$ cat src/rtl/tlp_capture_pack.sv
// tlp_capture_pack: captures AXI-Stream TLPs into a fixed-size record of
// TLP_WORDS 64-bit words and writes each record into a FIFO on consecutive
// cycles, so the reader can drain a whole record without checking empty.
//
// Build option: define TLP_DROP_ON_FULL_EN to discard a completed TLP when
// the FIFO lacks room, instead of holding off the stream until it drains.
//
// FIFO record word: din = {tkeep[7:0], tdata[63:0], tlast, tuser}
//
// state | meaning
// ------+-----------------------------------------------------------
// CAP   | accept beats into the slot buffer (tready high after reset)
// WRITE | emit the buffered record, one slot per cycle, slot 0 first
// WAIT  | record complete, FIFO has fewer than TLP_WORDS free entries
module tlp_capture_pack #(
  parameter int TLP_WORDS = 4,
  parameter int CNT_W     = 32
) (
  input  logic             clk156,
  input  logic             sys_rst_n,
  input  logic             s_axis_tvalid,
  output logic             s_axis_tready,
  input  logic [63:0]      s_axis_tdata,
  input  logic [7:0]       s_axis_tkeep,
  input  logic             s_axis_tlast,
  input  logic             s_axis_tuser,
  output logic             wr_en,
  output logic [73:0]      din,
  input  logic             prog_full,
  output logic [CNT_W-1:0] cap_count,
  output logic [CNT_W-1:0] trunc_count,
  output logic [CNT_W-1:0] drop_count
);

  localparam int BW = $clog2(TLP_WORDS + 1);
  localparam int WW = (TLP_WORDS > 1) ? $clog2(TLP_WORDS) : 1;
  localparam logic [BW-1:0] SLOTS   = BW'(TLP_WORDS);
  localparam logic [WW-1:0] WR_LOAD = WW'(TLP_WORDS - 1);

  typedef enum logic [1:0] {
    CAP   = 2'd0,
    WRITE = 2'd1,
    WAIT  = 2'd2
  } state_t;

  state_t state_q, state_d;

  logic          run_q;
  logic [BW-1:0] beat_q;
  logic [WW-1:0] wr_left_q;
  logic          err_q;
  logic          trunc_q;
  logic [63:0]   slot_q [TLP_WORDS];

  logic          accept;
  logic          beat_over;
  logic          last_wr;
  logic          drop_tlp;
  logic [63:0]   beat_masked;

  assign accept    = s_axis_tvalid && s_axis_tready;
  assign beat_over = (beat_q >= SLOTS);
  assign last_wr   = (state_q == WRITE) && (wr_left_q == '0);

`ifdef TLP_DROP_ON_FULL_EN
  logic [CNT_W-1:0] drop_q;

  assign drop_tlp   = prog_full;
  assign drop_count = drop_q;

  // Count TLPs discarded because the FIFO could not take a whole record.
  always_ff @(posedge clk156 or negedge sys_rst_n) begin
    if (!sys_rst_n) begin
      drop_q <= '0;
    end else if (accept && s_axis_tlast && prog_full) begin
      drop_q <= drop_q + 1'b1;
    end
  end
`else
  assign drop_tlp   = 1'b0;
  assign drop_count = '0;
`endif

  // Zero the bytes whose keep bit is clear before they enter the buffer.
  always_comb begin
    beat_masked = '0;
    for (int b = 0; b < 8; b++) begin
      if (s_axis_tkeep[b]) begin
        beat_masked[8*b +: 8] = s_axis_tdata[8*b +: 8];
      end
    end
  end

  // State register.
  always_ff @(posedge clk156 or negedge sys_rst_n) begin
    if (!sys_rst_n) begin
      state_q <= CAP;
    end else begin
      state_q <= state_d;
    end
  end

  // Next state and handshake/strobe outputs; tready is held low until the
  // first clock after reset release via run_q.
  always_comb begin
    state_d       = state_q;
    s_axis_tready = 1'b0;
    wr_en         = 1'b0;
    unique case (state_q)
      CAP: begin
        s_axis_tready = run_q;
        if (run_q && s_axis_tvalid && s_axis_tlast) begin
`ifdef TLP_DROP_ON_FULL_EN
          if (!prog_full) begin
            state_d = WRITE;
          end
`else
          state_d = prog_full ? WAIT : WRITE;
`endif
        end
      end
      WAIT: begin
        if (!prog_full) begin
          state_d = WRITE;
        end
      end
      WRITE: begin
        wr_en = 1'b1;
        if (wr_left_q == '0) begin
          state_d = CAP;
        end
      end
      default: state_d = CAP;
    endcase
  end

  // Record word: keep is always all-ones; tlast/tuser only on the final slot.
  assign din = wr_en ? {8'hFF, slot_q[0], last_wr, last_wr & (err_q | trunc_q)} : '0;

  // Slot buffer, beat index, error/truncation flags and record counters.
  // The buffer shifts toward slot 0 while writing and refills with zeros,
  // so it is already clear when the state returns to CAP.
  always_ff @(posedge clk156 or negedge sys_rst_n) begin
    if (!sys_rst_n) begin
      run_q       <= 1'b0;
      beat_q      <= '0;
      wr_left_q   <= WR_LOAD;
      err_q       <= 1'b0;
      trunc_q     <= 1'b0;
      cap_count   <= '0;
      trunc_count <= '0;
      for (int i = 0; i < TLP_WORDS; i++) begin
        slot_q[i] <= '0;
      end
    end else begin
      run_q <= 1'b1;

      if (accept) begin
        if (beat_over) begin
          trunc_q <= 1'b1;
        end else begin
          for (int i = 0; i < TLP_WORDS; i++) begin
            if (beat_q == BW'(i)) begin
              slot_q[i] <= beat_masked;
            end
          end
          beat_q <= beat_q + 1'b1;
        end
        if (s_axis_tuser) begin
          err_q <= 1'b1;
        end
        if (s_axis_tlast) begin
          beat_q <= '0;
          if (trunc_q || beat_over) begin
            trunc_count <= trunc_count + 1'b1;
          end
          if (drop_tlp) begin
            err_q   <= 1'b0;
            trunc_q <= 1'b0;
            for (int i = 0; i < TLP_WORDS; i++) begin
              slot_q[i] <= '0;
            end
          end
        end
      end

      if (wr_en) begin
        for (int i = 0; i < TLP_WORDS - 1; i++) begin
          slot_q[i] <= slot_q[i+1];
        end
        slot_q[TLP_WORDS-1] <= '0;
        if (last_wr) begin
          wr_left_q <= WR_LOAD;
          err_q     <= 1'b0;
          trunc_q   <= 1'b0;
          cap_count <= cap_count + 1'b1;
        end else begin
          wr_left_q <= wr_left_q - 1'b1;
        end
      end
    end
  end

endmodule

$ cat config.mk
export PLATFORM = sky130hd
export DESIGN_NAME = tlp_capture_pack
export DESIGN_NICKNAME = d
export VERILOG_FILES = /design/src/rtl/tlp_capture_pack.sv
export SDC_FILE = /design/constraint.sdc
export NUM_CORES = 1
export LEC_CHECK = 0
export CORE_ASPECT_RATIO = 0.7
export CORE_MARGIN = 5
export CORE_UTILIZATION = 50
export CTS_CLUSTER_DIAMETER = 150
export DETAILED_ROUTE_END_ITERATION = 6
export GPL_TIMING_DRIVEN = 0
export MAX_ROUTING_LAYER = met4
export PLACE_DENSITY = 0.75
export REMOVE_ABC_BUFFERS = 1
export SYNTH_ARGS = -nofsm -noshare
export SYNTH_HDL_FRONTEND = slang
export SYNTH_SLANG_ARGS = --single-unit
$ cat constraint.sdc
create_clock -name clk156 -period 4 [get_ports clk156]
set_clock_uncertainty 0.1 [all_clocks]
set_input_delay 0.8 -clock clk156 [delete_from_list [all_inputs] [get_ports clk156]]
set_output_delay 0.8 -clock clk156 [all_outputs]
set_load 0.005 [all_outputs]
Word-level counts from Yosys, hierarchy flattened
Cells that the tools add are included.
{ "word_totals": {"register_bits": 330, "input_bits": 78, "out_inout_bits": 172, "word_cells": 84} }
{ "classes": {"n_addsub": 4, "order_cmp": 1, "n_eq_ne": 10, "muxes": 34, "bitwise": 2, "n_reduce_logical": 21} }
{ "ops": {"columns": ["op", "n"], "rows": [
  ["two-way mux 256 bit", 3],
  ["two-way mux 64 bit", 4],
  ["two-way mux 74 bit", 1],
  ["adder 32 x 1 -> 32 bit, second input constant", 2],
  ["two-way mux 8 bit", 8],
  ["AND reduction 3 bit", 6],
  ["two-way mux 1 bit", 10],
  ["two-way mux 2 bit", 5],
  ["nonzero test 2 bit", 5],
  ["inequality test 2 bit, second input constant", 4],
  ["equality test 3 x 2 -> 1 bit, second input constant", 2],
  ["two-way mux 3 bit", 2],
  ["case mux 2 bit (3 select lines)", 1],
  ["logical AND 1 bit", 4],
  ["logical NOT 2 bit", 2],
  ["AND reduction 2 bit", 2],
  ["adder 3 x 1 -> 3 bit, second input constant", 1],
  ["equality test 3 x 1 -> 1 bit, second input constant", 1],
  ["greater-or-equal comparator 3 bit, second input constant", 1],
  ["logical NOT 3 bit", 1],
  ["equality test 2 x 1 -> 1 bit, second input constant", 1],
  ["equality test 2 bit, second input constant", 1],
  ["inequality test 2 x 1 -> 1 bit, second input constant", 1],
  ["subtractor 2 x 1 -> 2 bit, second input constant", 1],
  ["3 further kinds", 3]
]} }

Logic depth before layout (Yosys ltp)
Gate-level depths: netlist of the first run.
{ "depth": {"word_depth": 6, "mapped_depth": 7, "depth_no_buf": 6} }

Worst setup path before layout of the first run
OpenSTA, ideal clock, no wires.
{ "synth_timing": {"kind": "register to output", "from": "register state_q[1]", "to": "output port din[66]", "t_arrival_ps": 1566, "required_time_ps": 3100, "path_slack_ps": 1534, "stages_incl_launch_ff": 6, "path_buffers": 3, "cell_sequence": "dfrtp_1 > nand2b_1 > inv_1 > clkbuf_1 > buf_1 > buf_4"} }
{ "synth_between": {"elab_chain_len": 3} }
{ "synth_lines": {"columns": ["item", "line_no", "source"], "rows": [
  ["start: declaration", "46", "state_t state_q, state_d;"],
  ["start signal: assignment", "99", "state_q <= state_d;"],
  ["equality test 2 x 1 -> 1 bit", "109", "unique case (state_q)"],
  ["two-way mux 1 bit", "109", null],
  ["named net wr_en", "27", "output logic wr_en,"],
  ["two-way mux 74 bit", "138", "assign din = wr_en ? {8'hFF, slot_q[0], last_wr, last_wr & (err_q | trunc_q)} : '0;"],
  ["end: declaration", "28", "output logic [73:0] din,"]
]} }
The timed path passes the listed nets, and every way through them passes these cells.

Worst setup path after layout of the first run
{ "layout_timing": {"from": "register state_q[1]", "to": "output port din[17]"} }
{ "layout_between": {"elab_chain_len": 3} }
{ "layout_lines": {"columns": ["item", "line_no"], "rows": [
  ["equality test 2 x 1 -> 1 bit", "109"],
  ["two-way mux 1 bit", "109"],
  ["two-way mux 74 bit", "138"]
]} }
No other way between the ends.

==> flow_summary.toml, run 1 <==
[setup_path]
r2r_start = "state_q[0]"
crit_required_ns = 3.10
reg2reg_slack_ns = 1.30
reg2reg_to = "slot_q[153]"
critPathCaptureType = "output pin"
crit_path_max_fanout = 114
r2r_cells = 4
path_class = "reg -> out"
crit_end = "din[17]"
startpoint_type = "flip-flop"
critPathLaunch = "state_q[1]"
critPathArrivalTime_ns = 2.95

[global_routing]
track_usage_pct = 24.10
antenna_found_initial = 2
grt_pass1_vias = 13280
grt_max_degree = 125
grt_overflow = 0
grt_pass1_wl_um = 68980

[route]
first_iter_violations = 1350
post_drt_wl_per_cell_um = 17.84
wirelength_um = 41860
via_per_inst = 5.755
drt-pass1-iter-count = 6
via_count = 13510
drt.antenna.violating_nets = 0
drc_errors = 0

[floorplanning]
die_h_um = 158.5
ios = 250
rows = 54
initial_utilization_pct = 50.66
core-area_um2 = 31080
dieArea_um2 = 35200
chipWidth_um = 222.1

[cts]
tritoncts = "yes"
postCtsSetupRepairBufs = 0
cts_max_level = 2
clk_pin_slew_ns = 0.06
cts_buffer_depth = 3
cts_sinks = 330
clk_latency_ns = 0.51
root_buffer = "clkbuf_16"
holdBufCountCts = 0
numCtsBuffers = 35

[hold_path]
holdCritPathClass = "in -> async"

[power_and_ir_drop]
p_sw_uw = 4170
p_comb_share_pct = 32.2
switching_share_pct = 33.47
leakage_uw = 0.008458
power.density_nw_per_um2 = 645.5
p_seq_share_pct = 40.8
peakVddDrop_mv = 0.3870
pwr-share-clk_pct = 27.0
p_int_uw = 8289

[run_status]
status = "finished clean"

[finish]
design_area_um2 = 19300
nets = 1986
nFillCells = 2576
final_common_cell = "dfrtp_1"
final_cell_mix = "dfrtp_1, nand2_1, clkdlybuf4s50_1, nand3_1, nor2_1"
postLayoutCoreUtil_pct = 62.10
layout-drive-gt1-share_pct = 5.039
syn2layout_area_growth_pct = 22.58

[synth]
synth-async-reset-ratio_pct = 100.0
ys_types = 44
yosysTopAreaCellShare_pct = 52.13
netlist_instances = 1785
synthFlopType = "dfrtp_1"
avgSynthCellArea_um2 = 8.821
ys_ff_latch = 330
synthTopCellsByArea = "dfrtp_1, a31oi_1, nand3_1"
yosysSeqAreaShare_pct = 52.46
yosysTopAreaCell = "dfrtp_1"
yosys_warnings = 0
synth_edf_count = 0
syn_area_um2 = 15750

[placed_design]
dpl_cell_area_um2 = 18060
gp_routability_congestion = 0.8346
hpwl_um = 23830
io_buffer_count = 217

[timing]
fin_crit_ns = 3.848
max_slew.worst_pin.slew_ns = 1.330
setup_violations = 0
finalMaxSlewViolations = 0
finalCritPeriodShare_pct = 96.19
final_hold_viol_count = 0
slew_headroom_pct = 10.55
clock.fmax_mhz = 259.9

[flow_run]
max_cap_viol_count = 0
-- logic make-up (layout without fill, tap and decap cells) --
logic type | after synthesis | count (layout) | synth area share [%]
compound gates | 331 | 331 | 12.16
xor+xnor | 63 | 63 | 3.504
fa+ha+maj | 8 | 8 | 0.6358
buf+inv | 196 | 303 | 5.841
flops | 330 | 330 | 52.46
mux | 2 | 2 | 0.1430
other cells | 2 | 35 | 0.04770
simple gates | 853 | 855 | 25.21
-- per-layer routing --
metal,vias to the layer above,global-route usage [%],routed length [µm]
met4,0,5.016,548
met5,-,-,0
met1,6651,32.74,18590
met2,453,37.65,19610
li1,6347,-,-
met3,55,5.713,3117
-- area by class of cell --
| class | instances | area [µm²] | share of cell area [%] |
|---|---|---|---|
| Antenna cell | 2 | 5.005 | 0.02593 |
| Multi-Input combinational cell | 1292 | 6777 | 35.11 |
| Inverter | 13 | 75.07 | 0.3890 |
| Timing Repair Buffer | 228 | 2465 | 12.77 |
| Tap cell | 420 | 525.5 | 2.723 |
| Clock inverter | 9 | 126.4 | 0.6547 |
| Clock buffer | 53 | 1066 | 5.523 |
| Sequential cell | 330 | 8262 | 42.80 |
-- worst max-delay path, stage by stage (launching register included) --
cell,delay (ns)
dfrtp_1,0.50
nand2b_4,0.48
clkinv_16,0.29
buf_16,0.30
and2_1,0.29
clkdlybuf4s50_1,0.45
-- through the flow --
step                setup TNS (ns)  total power (µW)  setup slack (ns)  hold WS [ns]  cells
global route             -0.003636             13340         -0.003636        0.2732   2347
finish                           0             12460            0.1523        0.2437   2347
floorplan                 -2343.37              7496            -10.20        0.3606   1633
CTS                              0             12540           0.01136        0.2636   2345
global placement          -8566.67              8330            -19.15        0.3582   2270
detailed placement               0              9103            0.1498        0.3652   2281
-- power by group through the flow --
stage	Combinational [µW]	Clock [µW]	Sequential (µW)
floorplan	2540	0	4950
global placement	3260	0	5070
detailed placement	3990	0	5110
CTS	4040	3430	5070
global route	4540	3590	5210
finish	4010	3370	5080
-- synthesized netlist by cell type, types with 2 or more instances --
master    instances
and3_2            2
nor4_1           14
and3_1            7
nor2_1          208
nor4_2            4
a21oi_1         132
nor3_1            9
buf_2             2
inv_1            12
a31oi_1         193
buf_4            40
or4_1             3
conb_1            2
nor3b_1           2
xor2_1           37
clkbuf_1        123
and2_1           67
ha_1              8
nor4_4            2
buf_6             2
nand4_1          23
mux2_2            2
xnor2_1          26
dfstp_2           2
dfrtp_1         328
and4_1           10
buf_1            15
nand3_1         218
nand2_1         277
-- what timing repair did --
| item | in CTS | in global routing |
|---|---|---|
| gates cloned | 2 | 0 |
| endpoints found under the setup margin | 42 | 31 |
| resized for setup | 3 | 2 |
-- state kept, by name (all words and copies together) (netlist names) --
signal / cells
run_q: 1
wr_left_q: 2
beat_q: 3
trunc_count: 32
state_q: 2
trunc_q: 1
cap_count: 32
slot_q: 256
err_q: 1
-- worst min-delay path by stage --
stage	start	endpoint	slack, ns	depth (start not counted)
2_1_floorplan	wr_left_q[1]	wr_left_q[1]	0.36	2
3_3_place_gp	cap_count[31]	cap_count[31]	0.36	1
3_5_place_dp	cap_count[31]	cap_count[31]	0.37	1
4_1_cts	sys_rst_n	slot_q[92]	0.26	2
5_1_grt	sys_rst_n	slot_q[92]	0.27	2
6_report	sys_rst_n	slot_q[223]	0.24	2
(Power assumes the default switching activity.)
==> run 2: changes to the inputs <==
--- a/config.mk
+++ b/config.mk
@@ -7,12 +7,12 @@
 export LEC_CHECK = 0
 export CORE_ASPECT_RATIO = 0.7
 export CORE_MARGIN = 5
-export CORE_UTILIZATION = 50
+export CORE_UTILIZATION = 58
 export CTS_CLUSTER_DIAMETER = 150
 export DETAILED_ROUTE_END_ITERATION = 6
 export GPL_TIMING_DRIVEN = 0
 export MAX_ROUTING_LAYER = met4
-export PLACE_DENSITY = 0.75
+export PLACE_DENSITY = 0.85
 export REMOVE_ABC_BUFFERS = 1
 export SYNTH_ARGS = -nofsm -noshare
 export SYNTH_HDL_FRONTEND = slang
==> run 2 against run 1 <==
- utilization increased by 9.5 points
- critical path type unchanged
- largest cell class unchanged
- wire length increased by 1.1%
- first-iteration DRC count decreased by 0.15%
- clock power decreased by 4%
- critical path depth unchanged
- largest power group unchanged
- non-clock buffer count decreased by 1
==> flow_summary.toml, run 2 (synthesis results as in run 1) <==
[global_routing]
antenna_found_initial = 4
track_usage_pct = 27.98
grt_pass1_vias = 13280
grt_overflow = 0
grt_max_degree = 125
grt_pass1_wl_um = 68830

[hold_path]
holdCritPathClass = "in -> async"

[cts]
root_buffer = "clkbuf_16"
cts_buffer_depth = 3
holdBufCountCts = 0
numCtsBuffers = 34
tritoncts = "yes"
clk_pin_slew_ns = 0.06
cts_sinks = 330
cts_max_level = 2
clk_latency_ns = 0.50

[route]
first_iter_violations = 1348
wirelength_um = 42310
post_drt_wl_per_cell_um = 18.48
drt-pass1-iter-count = 5
drc_errors = 0
via_per_inst = 6.007
drt.antenna.violating_nets = 0
via_count = 13760

[timing]
slew_headroom_pct = 21.98
setup_violations = 0
max_slew.worst_pin.slew_ns = 1.167
clock.fmax_mhz = 261.3
rsz0062_at_grt = "no"
finalMaxSlewViolations = 0
finalCritPeriodShare_pct = 95.68
final_hold_viol_count = 0
fin_crit_ns = 3.827

[floorplanning]
chipWidth_um = 206.9
die_h_um = 147.9
core-area_um2 = 26710
rows = 50
ios = 250
dieArea_um2 = 30590
initial_utilization_pct = 58.94

[setup_path]
cp_slowest_cell = "dfrtp_1"
r2r_cells = 4
crit_path_max_fanout = 72
reg2reg_slack_ns = 1.23
reg2reg_to = "slot_q[145]"
max_stage_delay_ns = 0.61
critPathCaptureType = "output pin"
path_cells = "nand2b_4, inv_16, buf_16, and2_1, clkdlybuf4s50_1"
path_class = "reg -> out"
crit_required_ns = 3.10
startpoint_type = "flip-flop"
r2r_start = "state_q[0]"
critPathArrivalTime_ns = 2.93

[power_and_ir_drop]
power.density_nw_per_um2 = 649.5
power_uw = 12420
leakage_uw = 0.008408
peakVddDrop_mv = 0.3341

[finish]
postLayoutCoreUtil_pct = 71.57
layout-drive-gt1-share_pct = 4.787
syn2layout_area_growth_pct = 21.43
largest_register_ffs = 256
final_cell_mix = "dfrtp_1, nand2_1, clkdlybuf4s50_1, nand3_1, nor2_1"
instances_no_fill = 2290
regMostFlops = "slot_q"
nets = 1984
final_common_cell = "dfrtp_1"
top_regs = "slot_q (256), cap_count (32), trunc_count (32)"
nFillCells = 1994

[placed_design]
placed_cells = 2222
hpwl_um = 23670
gp_routability_congestion = 0.8267
io_buffer_count = 217

[flow_run]
max_cap_viol_count = 0

[run_status]
status = "finished clean"
[run 2: cell count changes in the layout (fill, tap and decap cells not counted), sizes merged, moves of 2 or more]
cell / delta
buf: -3
clkinv: -3
clkbuf: +2
diode: +2
[run 2: where the power goes]
| part | internal (µW) | total, µW | switching, µW |
|---|---|---|---|
| Sequential | 4470 | 5100 | 626 |
| Clock | 1950 | 3250 | 1300 |
| Combinational | 1800 | 4070 | 2280 |
| Total | 8210 | 12400 | 4200 |
[run 2: worst max-delay path, delay by kind of cell, from the launching register on]
kind	cells	cell delay, ns
and+or+nand+nor	2	0.63
buffers and inverters	3	1.17
DFF	1	0.61
[run 2: worst max path at each step]
stage,start,to,slack [ns]
floorplan,state_q[1],din[0],-10.20
detailed placement,state_q[1],din[56],0.09
global placement,state_q[1],din[0],-18.27
CTS,state_q[0],din[0],0.11
finish,state_q[0],din[56],0.17
global route,state_q[0],din[56],0.08
[run 2: through the flow]
| stage | worst slack, ns | cell area [µm²] | hold WS, ns | TNS, ns |
|---|---|---|---|---|
| final | 0.1727 | 19120 | 0.2737 | 0 |
| after detailed placement | 0.09020 | 17900 | 0.3589 | 0 |
| after floorplan | -10.20 | 14990 | 0.3606 | -2343.37 |
| after global routing | 0.08202 | 19120 | 0.3003 | 0 |
| after global placement | -18.27 | 17620 | 0.3600 | -8271.39 |
| after CTS | 0.1068 | 19100 | 0.2947 | 0 |
[run 2: cell type report]
class,instances,area [µm²],share of cell area (%)
inverter,13,65.06,0.3403
clock buffer,54,1060,5.543
sequential,330,8260,43.20
multi-input combinational,1292,6774,35.43
tap,364,455.4,2.382
antenna,4,10.01,0.05235
clock inverter,6,82.58,0.4319
timing repair buffer,227,2412,12.62
[run 2: repair_timing]
action / CTS / global route
buffers inserted: 0 / 0
gates cloned: 3 / 0
endpoints found under the hold margin: 0 / 0
resized for setup: 2 / 2
endpoints found under the setup margin: 48 / 1
[run 2: routing by layer]
metal | up-vias | part of all wire [%] | track usage [%]
li1 | 6345 | - | -
met1 | 6781 | 42 | 38.70
met2 | 581 | 47 | 43.34
met3 | 48 | 9.0 | 5.921
met4 | 0 | 1.3 | 5.945
met5 | - | 0 | -
